--- config.mk ---
export PLATFORM = sky130hd
export DESIGN_NAME = inferno_stick_mapper
export DESIGN_NICKNAME = d
export VERILOG_FILES = /design/src/rtl/inferno_stick_mapper.sv
export SDC_FILE = /design/constraint.sdc
export NUM_CORES = 1
export LEC_CHECK = 0
export ABC_AREA = 0
export BUFFER_PORTS_ARGS = -buffer_cell sky130_fd_sc_hd__clkbuf_2
export CELL_PAD_IN_SITES_DETAIL_PLACEMENT = 1
export CELL_PAD_IN_SITES_GLOBAL_PLACEMENT = 1
export CORE_UTILIZATION = 42
export DETAILED_ROUTE_END_ITERATION = 8
export GPL_TIMING_DRIVEN = 1
export PLACE_DENSITY = 0.76
export SLEW_MARGIN = 20
export SYNTH_ARGS = -nofsm -noshare
export SYNTH_HDL_FRONTEND = slang
export SYNTH_SLANG_ARGS = --single-unit
--- constraint.sdc ---
create_clock -name clk_sys -period 2.4 [get_ports clk_sys]
set_clock_uncertainty 0.2 [all_clocks]
set_input_delay 0.24 -clock clk_sys [delete_from_list [all_inputs] [get_ports clk_sys]]
set_output_delay 0.24 -clock clk_sys [all_outputs]
set_load 0.02 [all_outputs]
--- src/rtl/inferno_stick_mapper.sv ---
// ---------------------------------------------------------------------------
// inferno_stick_mapper
//
// Purpose:
//   Turns one MiSTer stick (digital d-pad word plus a signed analog X/Y word)
//   into a registered 4-bit direction word for one williams2 stick input
//   (btn_run_1/2 or btn_aim_1/2). The Inferno top level uses four of these:
//   P1 run, P1 aim, P2 run, P2 aim.
//
//   Analog path: each axis has a NEUTRAL/POS/NEG state machine with
//   hysteresis (ON_TH to enter, OFF_TH to leave). A stability filter only
//   commits a new state once it has been seen on STABLE consecutive sample
//   ticks. Digital path: the d-pad is passed straight through, except that
//   opposite directions pressed together cancel each other.
//   A pressed d-pad always wins over the analog stick.
//
// Ports:
//   clk_sys        in   1   system clock (12 MHz)
//   reset_n        in   1   synchronous, active-low reset
//   joy_dig        in   4   d-pad: [0] right, [1] left, [2] down, [3] up
//   joy_ana        in  16   [7:0] X signed (neg = left), [15:8] Y signed (neg = up)
//   dir            out  4   direction word, same bit order as joy_dig
//   analog_active  out  1   dir is currently sourced from a deflected analog stick
//   tick           out  1   one-cycle sample strobe, every DIV cycles
//
// Every output comes straight from a flop.
// ---------------------------------------------------------------------------
module inferno_stick_mapper #(
  parameter int ON_TH  = 48,     // magnitude that enters a deflected state
  parameter int OFF_TH = 32,     // magnitude below which the axis returns to neutral
  parameter int STABLE = 3,      // ticks a new state must persist (1..15)
  parameter int DIV    = 12000   // clk_sys cycles per sample tick (>= 2)
) (
  input  logic        clk_sys,
  input  logic        reset_n,
  input  logic [3:0]  joy_dig,
  input  logic [15:0] joy_ana,
  output logic [3:0]  dir,
  output logic        analog_active,
  output logic        tick
);

  localparam int CNT_W = $clog2(DIV);

  // Thresholds as 9-bit signed values so -128 compares correctly.
  localparam logic signed [8:0] ON_POS  = 9'(ON_TH);
  localparam logic signed [8:0] ON_NEG  = -9'(ON_TH);
  localparam logic signed [8:0] OFF_POS = 9'(OFF_TH);
  localparam logic signed [8:0] OFF_NEG = -9'(OFF_TH);
  localparam logic [3:0]        STABLE_V = 4'(STABLE);

  typedef enum logic [1:0] {
    AX_NEUTRAL = 2'd0,
    AX_POS     = 2'd1,
    AX_NEG     = 2'd2
  } axis_state_e;

  // -------------------------------------------------------------------------
  // Sample prescaler
  // -------------------------------------------------------------------------
  logic [CNT_W-1:0] pre_cnt_q, pre_cnt_d;
  logic             tick_q, tick_d;
  logic             tick_en;

  // The axis logic acts on the same edge that raises tick_q, so a committed
  // state change is visible during the tick cycle and reaches dir one cycle
  // later.
  assign tick_en = (pre_cnt_q == CNT_W'(DIV - 1));

  always_comb begin
    pre_cnt_d = pre_cnt_q + CNT_W'(1);
    tick_d    = 1'b0;
    if (tick_en) begin
      pre_cnt_d = '0;
      tick_d    = 1'b1;
    end
  end

  always_ff @(posedge clk_sys) begin
    if (!reset_n) begin
      pre_cnt_q <= '0;
      tick_q    <= 1'b0;
    end else begin
      pre_cnt_q <= pre_cnt_d;
      tick_q    <= tick_d;
    end
  end

  // -------------------------------------------------------------------------
  // Per-axis hysteresis state machine and stability filter.
  // gi = 0 is X (POS = right), gi = 1 is Y (POS = down).
  // -------------------------------------------------------------------------
  logic [1:0] ana_pos;
  logic [1:0] ana_neg;

  genvar gi;
  generate
    for (gi = 0; gi < 2; gi++) begin : gen_axis
      axis_state_e       state_q, state_d;   // committed state
      axis_state_e       cand_q, cand_d;     // candidate awaiting stability
      axis_state_e       raw_state;          // hysteresis result for this tick
      logic [3:0]        stab_q, stab_d;
      logic [3:0]        stab_n;
      logic signed [8:0] ax_val;
      logic              pos_b, neg_b;

      assign ax_val = {joy_ana[gi*8 + 7], joy_ana[gi*8 +: 8]};

      // State register (committed state, candidate and stability counter).
      always_ff @(posedge clk_sys) begin
        if (!reset_n) begin
          state_q <= AX_NEUTRAL;
          cand_q  <= AX_NEUTRAL;
          stab_q  <= 4'd0;
        end else begin
          state_q <= state_d;
          cand_q  <= cand_d;
          stab_q  <= stab_d;
        end
      end

      // Hysteresis: the thresholds applied depend on the committed state.
      // A full deflection the other way reverses directly without passing
      // through NEUTRAL.
      always_comb begin
        raw_state = AX_NEUTRAL;
        case (state_q)
          AX_NEUTRAL: begin
            if (ax_val >= ON_POS)      raw_state = AX_POS;
            else if (ax_val <= ON_NEG) raw_state = AX_NEG;
            else                       raw_state = AX_NEUTRAL;
          end
          AX_POS: begin
            if (ax_val <= ON_NEG)       raw_state = AX_NEG;
            else if (ax_val < OFF_POS)  raw_state = AX_NEUTRAL;
            else                        raw_state = AX_POS;
          end
          AX_NEG: begin
            if (ax_val >= ON_POS)       raw_state = AX_POS;
            else if (ax_val > OFF_NEG)  raw_state = AX_NEUTRAL;
            else                        raw_state = AX_NEG;
          end
          default: raw_state = AX_NEUTRAL;
        endcase
      end

      // Next-state: stability filter, only on sample ticks.
      always_comb begin
        state_d = state_q;
        cand_d  = cand_q;
        stab_d  = stab_q;
        stab_n  = 4'd0;
        if (tick_en) begin
          if (raw_state == state_q) begin
            // Input agrees with what is committed: drop any pending change.
            cand_d = state_q;
            stab_d = 4'd0;
          end else begin
            if (raw_state != cand_q) begin
              cand_d = raw_state;
              stab_n = 4'd1;
            end else if (stab_q >= STABLE_V) begin
              stab_n = STABLE_V;
            end else begin
              stab_n = stab_q + 4'd1;
            end
            // Commit on the tick the count reaches STABLE (first tick when
            // STABLE is 1).
            if (stab_n >= STABLE_V) begin
              state_d = cand_d;
              stab_d  = 4'd0;
            end else begin
              stab_d  = stab_n;
            end
          end
        end
      end

      // Output decode of the committed state.
      always_comb begin
        pos_b = (state_q == AX_POS);
        neg_b = (state_q == AX_NEG);
      end

      assign ana_pos[gi] = pos_b;
      assign ana_neg[gi] = neg_b;
    end
  endgenerate

  // -------------------------------------------------------------------------
  // Direction words and source select
  // -------------------------------------------------------------------------
  logic [3:0] ana_dir;
  logic [3:0] dig_dir;
  logic [3:0] dir_q, dir_d;
  logic       analog_active_q, analog_active_d;

  // {up, down, left, right} = {Y NEG, Y POS, X NEG, X POS}
  assign ana_dir = {ana_neg[1], ana_pos[1], ana_neg[0], ana_pos[0]};

  // Opposite d-pad directions pressed together cancel.
  always_comb begin
    dig_dir[0] = joy_dig[0] & ~joy_dig[1];
    dig_dir[1] = joy_dig[1] & ~joy_dig[0];
    dig_dir[2] = joy_dig[2] & ~joy_dig[3];
    dig_dir[3] = joy_dig[3] & ~joy_dig[2];
  end

  // Any raw d-pad bit selects the digital path, even if the cancelled result
  // is zero; the analog machines keep running underneath.
  always_comb begin
    dir_d           = ana_dir;
    analog_active_d = |ana_dir;
    if (|joy_dig) begin
      dir_d           = dig_dir;
      analog_active_d = 1'b0;
    end
  end

  always_ff @(posedge clk_sys) begin
    if (!reset_n) begin
      dir_q           <= 4'd0;
      analog_active_q <= 1'b0;
    end else begin
      dir_q           <= dir_d;
      analog_active_q <= analog_active_d;
    end
  end

  assign dir           = dir_q;
  assign analog_active = analog_active_q;
  assign tick          = tick_q;

endmodule

==> results of run 1 <==
## metrics by stage
step	power (uW)	area, sq um	util	setup slack [ns]	hold WS [ns]
after floorplan	678	1850	-	0.327	0.151
after global routing	1220	2180	0.529	0.00811	0.0184
final	1170	2180	0.529	0.174	0.0140
after CTS	1180	2160	0.525	0.0650	0.0145
after global placement	711	2050	0.499	0.142	0.231
after detailed placement	714	2050	0.499	0.112	0.235
## synth_stat cells, types with 2 or more instances
cell       number
xnor2_1        11
a32o_1          2
o21ai_0         7
dfxtp_1        36
o211ai_1        2
xor2_1          9
nand2_1        27
o31ai_1         2
nor4_1          2
nor2b_1         5
o22ai_1         2
or2_2           2
inv_1          13
ha_1           11
a2111oi_4       2
nand3_1        11
mux2i_1         8
nand2b_1        2
clkbuf_1        3
nor2_1         23
nor3_1          4
and3_1          2
and2_1          6
## routing by layer
layer  up-vias  share of wire  track usage
met3         7          0.034       0.0517
met1       699           0.44        0.207
li1        757              -            -
met4         0          0.015       0.0599
met2        26           0.51        0.350
met5         -              0            0
## worst paths after layout
path	startpoint	endpoint	depth (start not counted)
max	gen_axis[0].state_q[1]	gen_axis[0].state_q[0]	8
min	joy_dig[0]	dir[0]	3
max reg2reg	gen_axis[0].state_q[1]	gen_axis[0].state_q[0]	8
min reg2reg	pre_cnt_q[0]	pre_cnt_q[0]	1
## power by group
| part | internal [uW] | switching [uW] |
|---|---|---|
| Clock | 256 | 207 |
| Combinational | 44.0 | 51.0 |
| Sequential | 604 | 3.91 |
## registers in the layout, indices dropped and copies added (netlist names)
register and count:
dir 4, gen_axis.state_q 4, analog_active 1, tick 1, pre_cnt_q 14, gen_axis.stab_q 8
gen_axis.cand_q 4
## logic make-up (layout without fill, tap and decap cells)
logic type | Yosys count | count (layout) | synth area share
buf+inv | 16 | 51 | 0.0324
compound gates | 21 | 21 | 0.0959
fa+ha+maj | 11 | 11 | 0.0743
xor+xnor | 20 | 20 | 0.0946
mux | 8 | 8 | 0.0432
simple gates | 93 | 93 | 0.270
flops | 36 | 36 | 0.389
## final cells by class
class                           instances  share of cell area
Inverter                               13              0.0224
Tap cell                               50              0.0287
Clock buffer                            7              0.0443
Sequential cell                        36               0.331
Multi-Input combinational cell        153               0.497
Timing Repair Buffer                   31              0.0770
## worst register-to-register path: stages, from the launching register on
cell     delay (ns)
dfxtp_1        0.40
inv_1          0.12
ha_1           0.23
or2_2          0.30
a21oi_1        0.23
nor4b_4        0.11
xnor2_2        0.20
nand4_2        0.17
mux2i_1        0.16
## timing repair
item                                    CTS  global route
gates resized for setup                   0             2
hold buffers                              1             0
endpoints found under the hold margin     1             0
endpoints found under the setup margin    0             7
setup buffers                             0             1
==> results.py, run 1 <==
metrics = {
    "clock_network": {
        "worstSkewPairLatency_ns": 0.28,
        "cts_root_buffer": "clkbuf_8",
        "clk_path_buf_depth": 2,
        "clock_sinks": 36,
        "cts_buffers": 5,
        "clk_pin_slew_ns": 0.07,
        "htreeDepth": 2,
        "cts_tree": "yes",
    },
    "critical_path": {
        "endpoint_kind": "register",
        "slowest_delay_ns": 0.40,
        "r2r_slack_ns": 0.17,
        "slowest_stage": "dfxtp_1",
        "worstPathArrival_ns": 2.20,
        "crit_type": "register to register",
        "crit_path_start_kind": "register",
        "worstPathCellList": "inv_1 -> ha_1 -> or2_2 -> a21oi_1 -> nor4b_4 -> xnor2_2 -> nand4_2 -> mux2i_1",
        "crit_family": "simple AND/OR/NAND/NOR gates",
        "cp_max_fo": 4,
        "crit_required_ns": 2.37,
        "path_buf_inv": 1,
    },
    "placed_design": {
        "gp_congestion": 0.788,
        "placed_cells": 281,
        "dp_hpwl_um": 2980,
        "io_buffers": 27,
    },
    "timing": {
        "tns_ns": 0,
        "tightest_slew_ns": 0.508,
        "setup_violations": 0,
        "max_slew_margin": 0.660,
        "rsz0062_at_grt": "false",
        "period_share": 0.928,
        "finalHoldViolCount": 0,
        "final_max_slew_viol_count": 0,
        "fin_crit_ns": 2.23,
        "max_freq_mhz": 449,
    },
    "final_layout": {
        "fillCellCount": 492,
        "post_layout_nonfiller_instances": 290,
        "final_common_cell": "dfxtp_1",
        "final_layout_size_suffix_gt1_frac": 0.200,
        "final_cell_mix": "dfxtp_1, nand2_1, clkbuf_2, nor2_1, inv_1",
        "regArea_sq_um": 721,
        "layout.nets": 273,
        "n_antenna_cell": 0,
        "multi_input_area_sq_mm": 0.00108,
        "syn_to_final_growth_pct": 17.6,
    },
    "synth": {
        "async_reset_ff_frac": 0,
        "synth_nets": 238,
        "synth-warning-count": 0,
        "syn_inst": 205,
        "synth-seq-area-share": 0.389,
        "synthTopCellsByArea": "dfxtp_1, ha_1, nand2_1",
        "synth_top_area_cell": "dfxtp_1",
        "synth_top_flop_cell": "dfxtp_1",
        "syn_area_sq_mm": 0.00185,
        "yosysUniqueCellTypes": 36,
        "synth_top_area_share": 0.389,
        "synth_edf_count": 0,
        "synth_seq_cells": 36,
        "avgSynthCellArea_sq_um": 9.03,
    },
    "routing": {
        "wl_per_cell_um": 13.4,
        "wl_um": 3890,
        "drt-initial-drc-count": 51,
        "drcViolationCount": 0,
        "ant_nets": 0,
        "firstDrtPassIters": 3,
        "viasPerCell": 5.13,
        "via_count": 1489,
    },
    "global_route": {
        "grt_pass1_wl_um": 6530,
        "grt_start_max_net_pins": 20,
        "first_global_vias": 1494,
        "antenna_found_initial": 0,
        "grtUsageTotal": 0.190,
        "gr-total-overflow": 0,
    },
    "die": {
        "initial_core_util": 0.450,
        "die_h_um": 68.4,
        "io_pins": 28,
        "dieArea_sq_mm": 0.00468,
        "rows": 23,
        "core_sq_mm": 0.00412,
        "die_width_um": 68.4,
    },
    "outcome": {
        "status": "complete, no violations",
    },
    "power_and_ir_drop": {
        "vdd_drop_max_mv": 0.221,
        "p_per_area_mw_per_mm2": 536,
        "p_leak_uw": 0.000935,
    },
    "min_path": {
        "hp-class": "input pin to register",
    },
    "job": {
        "cap_violations": 0,
    },
}
Power figures use the tool's default switching activity.
==> run 2: changes to the inputs <==
- CORE_UTILIZATION: 42 -> 38
- PLACE_DENSITY: 0.76 -> 0.72
- RECOVER_POWER: not set -> 50
- clock period: 2.4 -> 1.97 ns (I/O delays scaled with it)
==> run 2 against run 1 <==
The run now ends with negative setup slack left. Critical path depth up 4. Clock power up 57%. Largest power group unchanged. Wire length up 45%. First-iteration DRC count down 27%. Cell area up 26%. Global-route usage up 0.053 points. Clock-buffer cell count unchanged. Non-clock buffer count up 30. Total power up 42%. Highest routed layer unchanged.
==> results.py, run 2 (same netlist as run 1, synthesis figures left out) <==
metrics = {
    "outcome": {
        "status": "complete, but fails checks",
        "violations": "negative setup slack",
    },
    "routing": {
        "via_count": 1665,
        "wl_um": 5620,
        "viasPerCell": 5.12,
        "drcViolationCount": 0,
        "ant_nets": 0,
        "wl_per_cell_um": 17.3,
        "drt-initial-drc-count": 37,
        "firstDrtPassIters": 4,
    },
    "clock_network": {
        "clk_pin_slew_ns": 0.08,
        "htreeDepth": 2,
        "cts_buffers": 5,
        "worstSkewPairLatency_ns": 0.29,
        "clock_sinks": 36,
        "cts_tree": "yes",
        "cts_root_buffer": "clkbuf_8",
        "clk_path_buf_depth": 2,
    },
    "final_layout": {
        "post_layout_nonfiller_instances": 325,
        "layout.nets": 303,
        "syn_to_final_growth_pct": 48.7,
        "final_common_cell": "dfxtp_1",
        "largest_reg_flops": 14,
        "top_register": "pre_cnt_q",
        "final_cell_mix": "dfxtp_1, nand2_1, buf_4, nor2_1, clkbuf_2",
        "n_antenna_cell": 0,
        "final_layout_size_suffix_gt1_frac": 0.395,
        "fillCellCount": 518,
        "reg_top3": "pre_cnt_q: 14 flops, gen_axis.stab_q: 8 flops",
    },
    "timing": {
        "final_max_slew_viol_count": 0,
        "fin_crit_ns": 2.09,
        "max_freq_mhz": 478,
        "period_share": 1.06,
        "setup_violations": 10,
        "max_slew_margin": 0.579,
        "tightest_slew_ns": 0.630,
        "rsz0062_at_grt": "true",
        "finalHoldViolCount": 0,
        "setup_ws_ns": -0.123,
    },
    "die": {
        "io_pins": 28,
        "core_sq_mm": 0.00469,
        "initial_core_util": 0.395,
        "die_h_um": 71.8,
        "rows": 25,
        "die_width_um": 71.8,
        "dieArea_sq_mm": 0.00516,
    },
    "power_and_ir_drop": {
        "p_per_area_mw_per_mm2": 603,
        "p_leak_uw": 0.00115,
        "vdd_drop_max_mv": 0.345,
    },
    "global_route": {
        "antenna_found_initial": 0,
        "gr-total-overflow": 0,
        "grt_pass1_wl_um": 7420,
        "grt_start_max_net_pins": 16,
        "first_global_vias": 1689,
        "grtUsageTotal": 0.191,
    },
    "critical_path": {
        "path_buf_inv": 6,
        "reg2regPathDepth": 12,
        "slowest_delay_ns": 0.38,
        "endpoint_kind": "register",
        "cp_max_fo": 4,
        "slowest_stage": "dfxtp_4",
        "worstReg2RegStart": "gen_axis[1].state_q[0]",
        "worstPathArrival_ns": 2.13,
        "worstPathCellList": "inv_4 -> buf_4 -> ha_4 -> nor3_2 -> nor3b_2 -> nand3_2 -> buf_4 -> buf_6 -> buf_4 -> inv_2 -> mux2i_1 -> nor2b_1",
        "crit_path_start_kind": "register",
        "crit_required_ns": 2.01,
        "cp.depth": 12,
        "crit_family": "buffers and inverters",
        "crit_type": "register to register",
        "startpoint": "gen_axis[1].state_q[0]",
        "cp_common_cell": "buf_4",
    },
    "min_path": {
        "hp-class": "input pin to register",
        "worstHoldStart": "joy_dig[0]",
        "whs_path_depth": 3,
    },
    "placed_design": {
        "place_ws_ns": -0.214,
        "gp_congestion": 0.791,
        "placed_cells": 299,
        "dp_hpwl_um": 3020,
        "io_buffers": 27,
    },
    "job": {
        "cap_violations": 0,
    },
}
run 2: cell types whose count changed in the layout (fill, tap and decap cells not counted), sizes merged:
cell and change:
buf +28, dlygate4sd3 +2, bufinv +1
run 2: what timing repair did:
item	in CTS	in global routing
setup buffers	3	12
hold buffers	4	0
hold endpoints to repair	4	0
resized for setup	35	27
setup endpoints to repair	8	13
pin swaps	10	16
gates cloned	0	0
run 2: power by group:
part	internal, uW	leakage [uW]	switching [uW]	total, uW
Combinational	98.7	0.000795	96.9	196
Clock	447	0.0000645	281	728
Sequential	730	0.000294	5.57	736
Total	1280	0.00115	384	1660
run 2: metrics by stage:
step            util  power [uW]  setup TNS, ns  area, sq um  hold slack [ns]
6_report       0.587        1660         -0.784         2750           0.0442
5_1_grt        0.587        1720          -1.58         2750           0.0297
4_1_cts        0.536        1610         -0.241         2520           0.0247
3_5_place_dp   0.465         880          -1.10         2180            0.239
3_3_place_gp   0.465         878         -0.658         2180            0.232
2_1_floorplan      -         828              0         1870            0.108
run 2: worst paths after layout:
check	slack, ns	end
setup / recovery	-0.12	gen_axis[1].cand_q[1]
hold / removal	0.04	dir[0]
setup reg to reg	-0.12	gen_axis[1].cand_q[1]
hold reg to reg	0.27	gen_axis[0].stab_q[1]
run 2: metal layers:
layer | vias up | global-route usage | wire length, um
li1 | 820 | - | -
met3 | 13 | 0.0478 | 189
met5 | - | 0 | 0
met1 | 793 | 0.193 | 2240
met2 | 39 | 0.353 | 3020
met4 | 0 | 0.109 | 168
run 2: cell type report:
type | instances | area (sq um) | area share
timing repair buffer | 61 | 413 | 0.150
clock buffer | 7 | 96.3 | 0.0350
tap | 54 | 67.6 | 0.0245
sequential | 36 | 736 | 0.267
multi-input combinational | 153 | 1350 | 0.491
inverter | 13 | 58.8 | 0.0214
clock inverter | 1 | 30.0 | 0.0109
run 2: worst min-delay path, delay by kind of cell:
family,cells,cell delay (ns)
AOI/OAI and AO/OA,1,0.09
buffers and inverters,1,0.12
and+or+nand+nor,1,0.07
==> run 3: changes to the inputs <==
--- a/config.mk
+++ b/config.mk
@@ -10,8 +10,8 @@
 export CELL_PAD_IN_SITES_DETAIL_PLACEMENT = 1
 export CELL_PAD_IN_SITES_GLOBAL_PLACEMENT = 1
-export CORE_UTILIZATION = 38
+export CORE_UTILIZATION = 42
 export DETAILED_ROUTE_END_ITERATION = 8
 export GPL_TIMING_DRIVEN = 1
-export PLACE_DENSITY = 0.72
+export PLACE_DENSITY = 0.76
 export RECOVER_POWER = 50
 export SLEW_MARGIN = 20
==> constraint.sdc (replaced) <==
create_clock -name clk_sys -period 2.1 [get_ports clk_sys]
set_clock_uncertainty 0.2 [all_clocks]
set_input_delay 0.105 -clock clk_sys [delete_from_list [all_inputs] [get_ports clk_sys]]
set_output_delay 0.105 -clock clk_sys [all_outputs]
set_load 0.02 [all_outputs]
==> run 3 against run 2 <==
The flow still finishes with violations (negative setup slack). Final cell count decreased by 3.4%. Non-clock buffer count decreased by 6. Global-route usage increased by 1.6 points. Combinational power decreased by 28%. Register-to-register slack improved by 0.09 ns. Sequential power decreased by 5.8%. Clock power decreased by 26%. Die area decreased by 9.3%. Flip-flop and latch count unchanged. Clock-buffer cell count unchanged. Worst hold slack improved by 0.040 ns. Worst setup slack improved by 0.081 ns. Critical endpoint is now dir[2]. Largest power group unchanged. Highest routed layer unchanged.
==> results.py, run 3 (same netlist as run 1, synthesis figures left out) <==
metrics = {
    "outcome": {
        "status": "complete, but fails checks",
        "violations": "negative setup slack",
    },
    "routing": {
        "viasPerCell": 5.34,
        "firstDrtPassIters": 4,
        "via_count": 1676,
        "drt-initial-drc-count": 58,
        "drcViolationCount": 0,
        "ant_nets": 0,
        "wl_per_cell_um": 18.1,
        "wl_um": 5690,
    },
    "global_route": {
        "grt_pass1_wl_um": 6960,
        "grt_start_max_net_pins": 20,
        "antenna_found_initial": 0,
        "first_global_vias": 1613,
        "grtUsageTotal": 0.207,
        "gr-total-overflow": 0,
    },
    "clock_network": {
        "htreeDepth": 2,
        "cts_root_buffer": "clkbuf_8",
        "worstSkewPairLatency_ns": 0.29,
        "clk_path_buf_depth": 2,
        "clk_pin_slew_ns": 0.07,
        "cts_tree": "yes",
        "cts_buffers": 5,
        "clock_sinks": 36,
    },
    "final_layout": {
        "syn_to_final_growth_pct": 34.9,
        "post_layout_nonfiller_instances": 314,
        "top_register": "pre_cnt_q",
        "final_cell_mix": "dfxtp_1, nand2_1, nor2_1, clkbuf_2, buf_4",
        "final_layout_size_suffix_gt1_frac": 0.311,
        "n_antenna_cell": 0,
        "final_area_sq_mm": 0.00250,
        "finish.utilization": 0.607,
        "largest_reg_flops": 14,
        "layout.nets": 297,
        "reg_top3": "pre_cnt_q: 14 flops, gen_axis.stab_q: 8 flops",
        "final_common_cell": "dfxtp_1",
    },
    "placed_design": {
        "io_buffers": 27,
        "place_area_sq_mm": 0.00214,
        "gp_congestion": 0.790,
        "dp_hpwl_um": 3070,
        "placed_cells": 293,
        "place_ws_ns": -0.104,
    },
    "die": {
        "die_width_um": 68.4,
        "dieArea_sq_mm": 0.00468,
        "rows": 23,
        "initial_core_util": 0.450,
        "io_pins": 28,
        "core_sq_mm": 0.00412,
        "die_h_um": 68.4,
    },
    "critical_path": {
        "slowest_stage": "dlygate4sd3_1",
        "crit_type": "input pin to register",
        "endpoint_kind": "register",
        "worstPathCellList": "dlygate4sd3_1 -> clkbuf_2 -> nand2b_1 -> nor4_1 -> clkbuf_1 -> a32o_1 -> dlygate4sd3_1",
        "worstPathArrival_ns": 2.18,
        "slowest_delay_ns": 0.57,
        "crit_path_start_kind": "input pin",
        "cp_common_cell": "dlygate4sd3_1",
        "cp_max_fo": 5,
        "crit_required_ns": 2.14,
    },
    "timing": {
        "rsz0062_at_grt": "true",
        "finalHoldViolCount": 0,
        "max_freq_mhz": 467,
        "tightest_slew_ns": 0.489,
        "setup_ws_ns": -0.0418,
        "setup_violations": 8,
        "period_share": 1.02,
        "fin_crit_ns": 2.14,
        "final_max_slew_viol_count": 0,
        "max_slew_margin": 0.673,
    },
    "power_and_ir_drop": {
        "p_leak_uw": 0.00109,
        "p_per_area_mw_per_mm2": 550,
        "vdd_drop_max_mv": 0.354,
        "fin_total_pwr_uw": 1370,
    },
    "min_path": {
        "hp-class": "input pin to register",
    },
    "job": {
        "cap_violations": 0,
    },
}
-- run 3: changes by cell type in the layout (fill, tap and decap cells not counted), sizes merged --
cell / previous run / this run
buf: 31 / 21
dlygate4sd3: 3 / 6
bufinv: 1 / 0
clkbuf: 34 / 35
-- run 3: timing repair --
item	CTS	global route
gates resized for setup	9	28
buffers inserted	1	7
hold buffers	6	0
endpoints found under the setup margin	8	9
hold endpoints to repair	4	0
pin swaps	2	12
-- run 3: power by group --
| part | internal, uW | switching (uW) | total, uW |
|---|---|---|---|
| clock | 292 | 247 | 539 |
| sequential | 688 | 4.80 | 693 |
| combinational | 65.9 | 75.2 | 141 |
| total | 1050 | 327 | 1370 |
-- run 3: critical path: cells and delay by family --
| kind | cells | cell delay [ns] |
|---|---|---|
| compound gates | 1 | 0.18 |
| buf+inv | 4 | 1.54 |
| simple gates | 2 | 0.35 |
-- run 3: area by class of cell --
class	instances	area, sq um
Multi-Input combinational cell	153	1200
Sequential cell	36	731
Timing Repair Buffer	55	349
Fill cell	478	1620
Inverter	13	56.3
Clock buffer	7	96.3
Tap cell	50	62.6
-- run 3: final timing paths --
path	from	endpoint	slack [ns]	cells after the start
worst max-delay path	joy_dig[2]	dir[2]	-0.04	7
worst min-delay path	joy_ana[7]	gen_axis[0].state_q[1]	0.08	4
worst max register to register	gen_axis[0].state_q[0]	gen_axis[0].stab_q[0]	-0.03	9
worst min register to register	pre_cnt_q[0]	pre_cnt_q[0]	0.25	1
-- run 3: per-layer routing --
metal / vias to the layer above / GRT usage / part of all wire
met5: - / 0 / 0
met4: 0 / 0.0703 / 0.024
met3: 13 / 0.0467 / 0.029
met2: 40 / 0.398 / 0.53
met1: 812 / 0.215 / 0.42
li1: 811 / - / -
-- run 3: stage by stage --
step                TNS (ns)  hold slack [ns]
finish                -0.217           0.0839
floorplan                  0           0.0159
CTS                  -0.0164           0.0831
global route          -0.941            0.107
global placement     -0.0439            0.151
detailed placement    -0.380            0.147
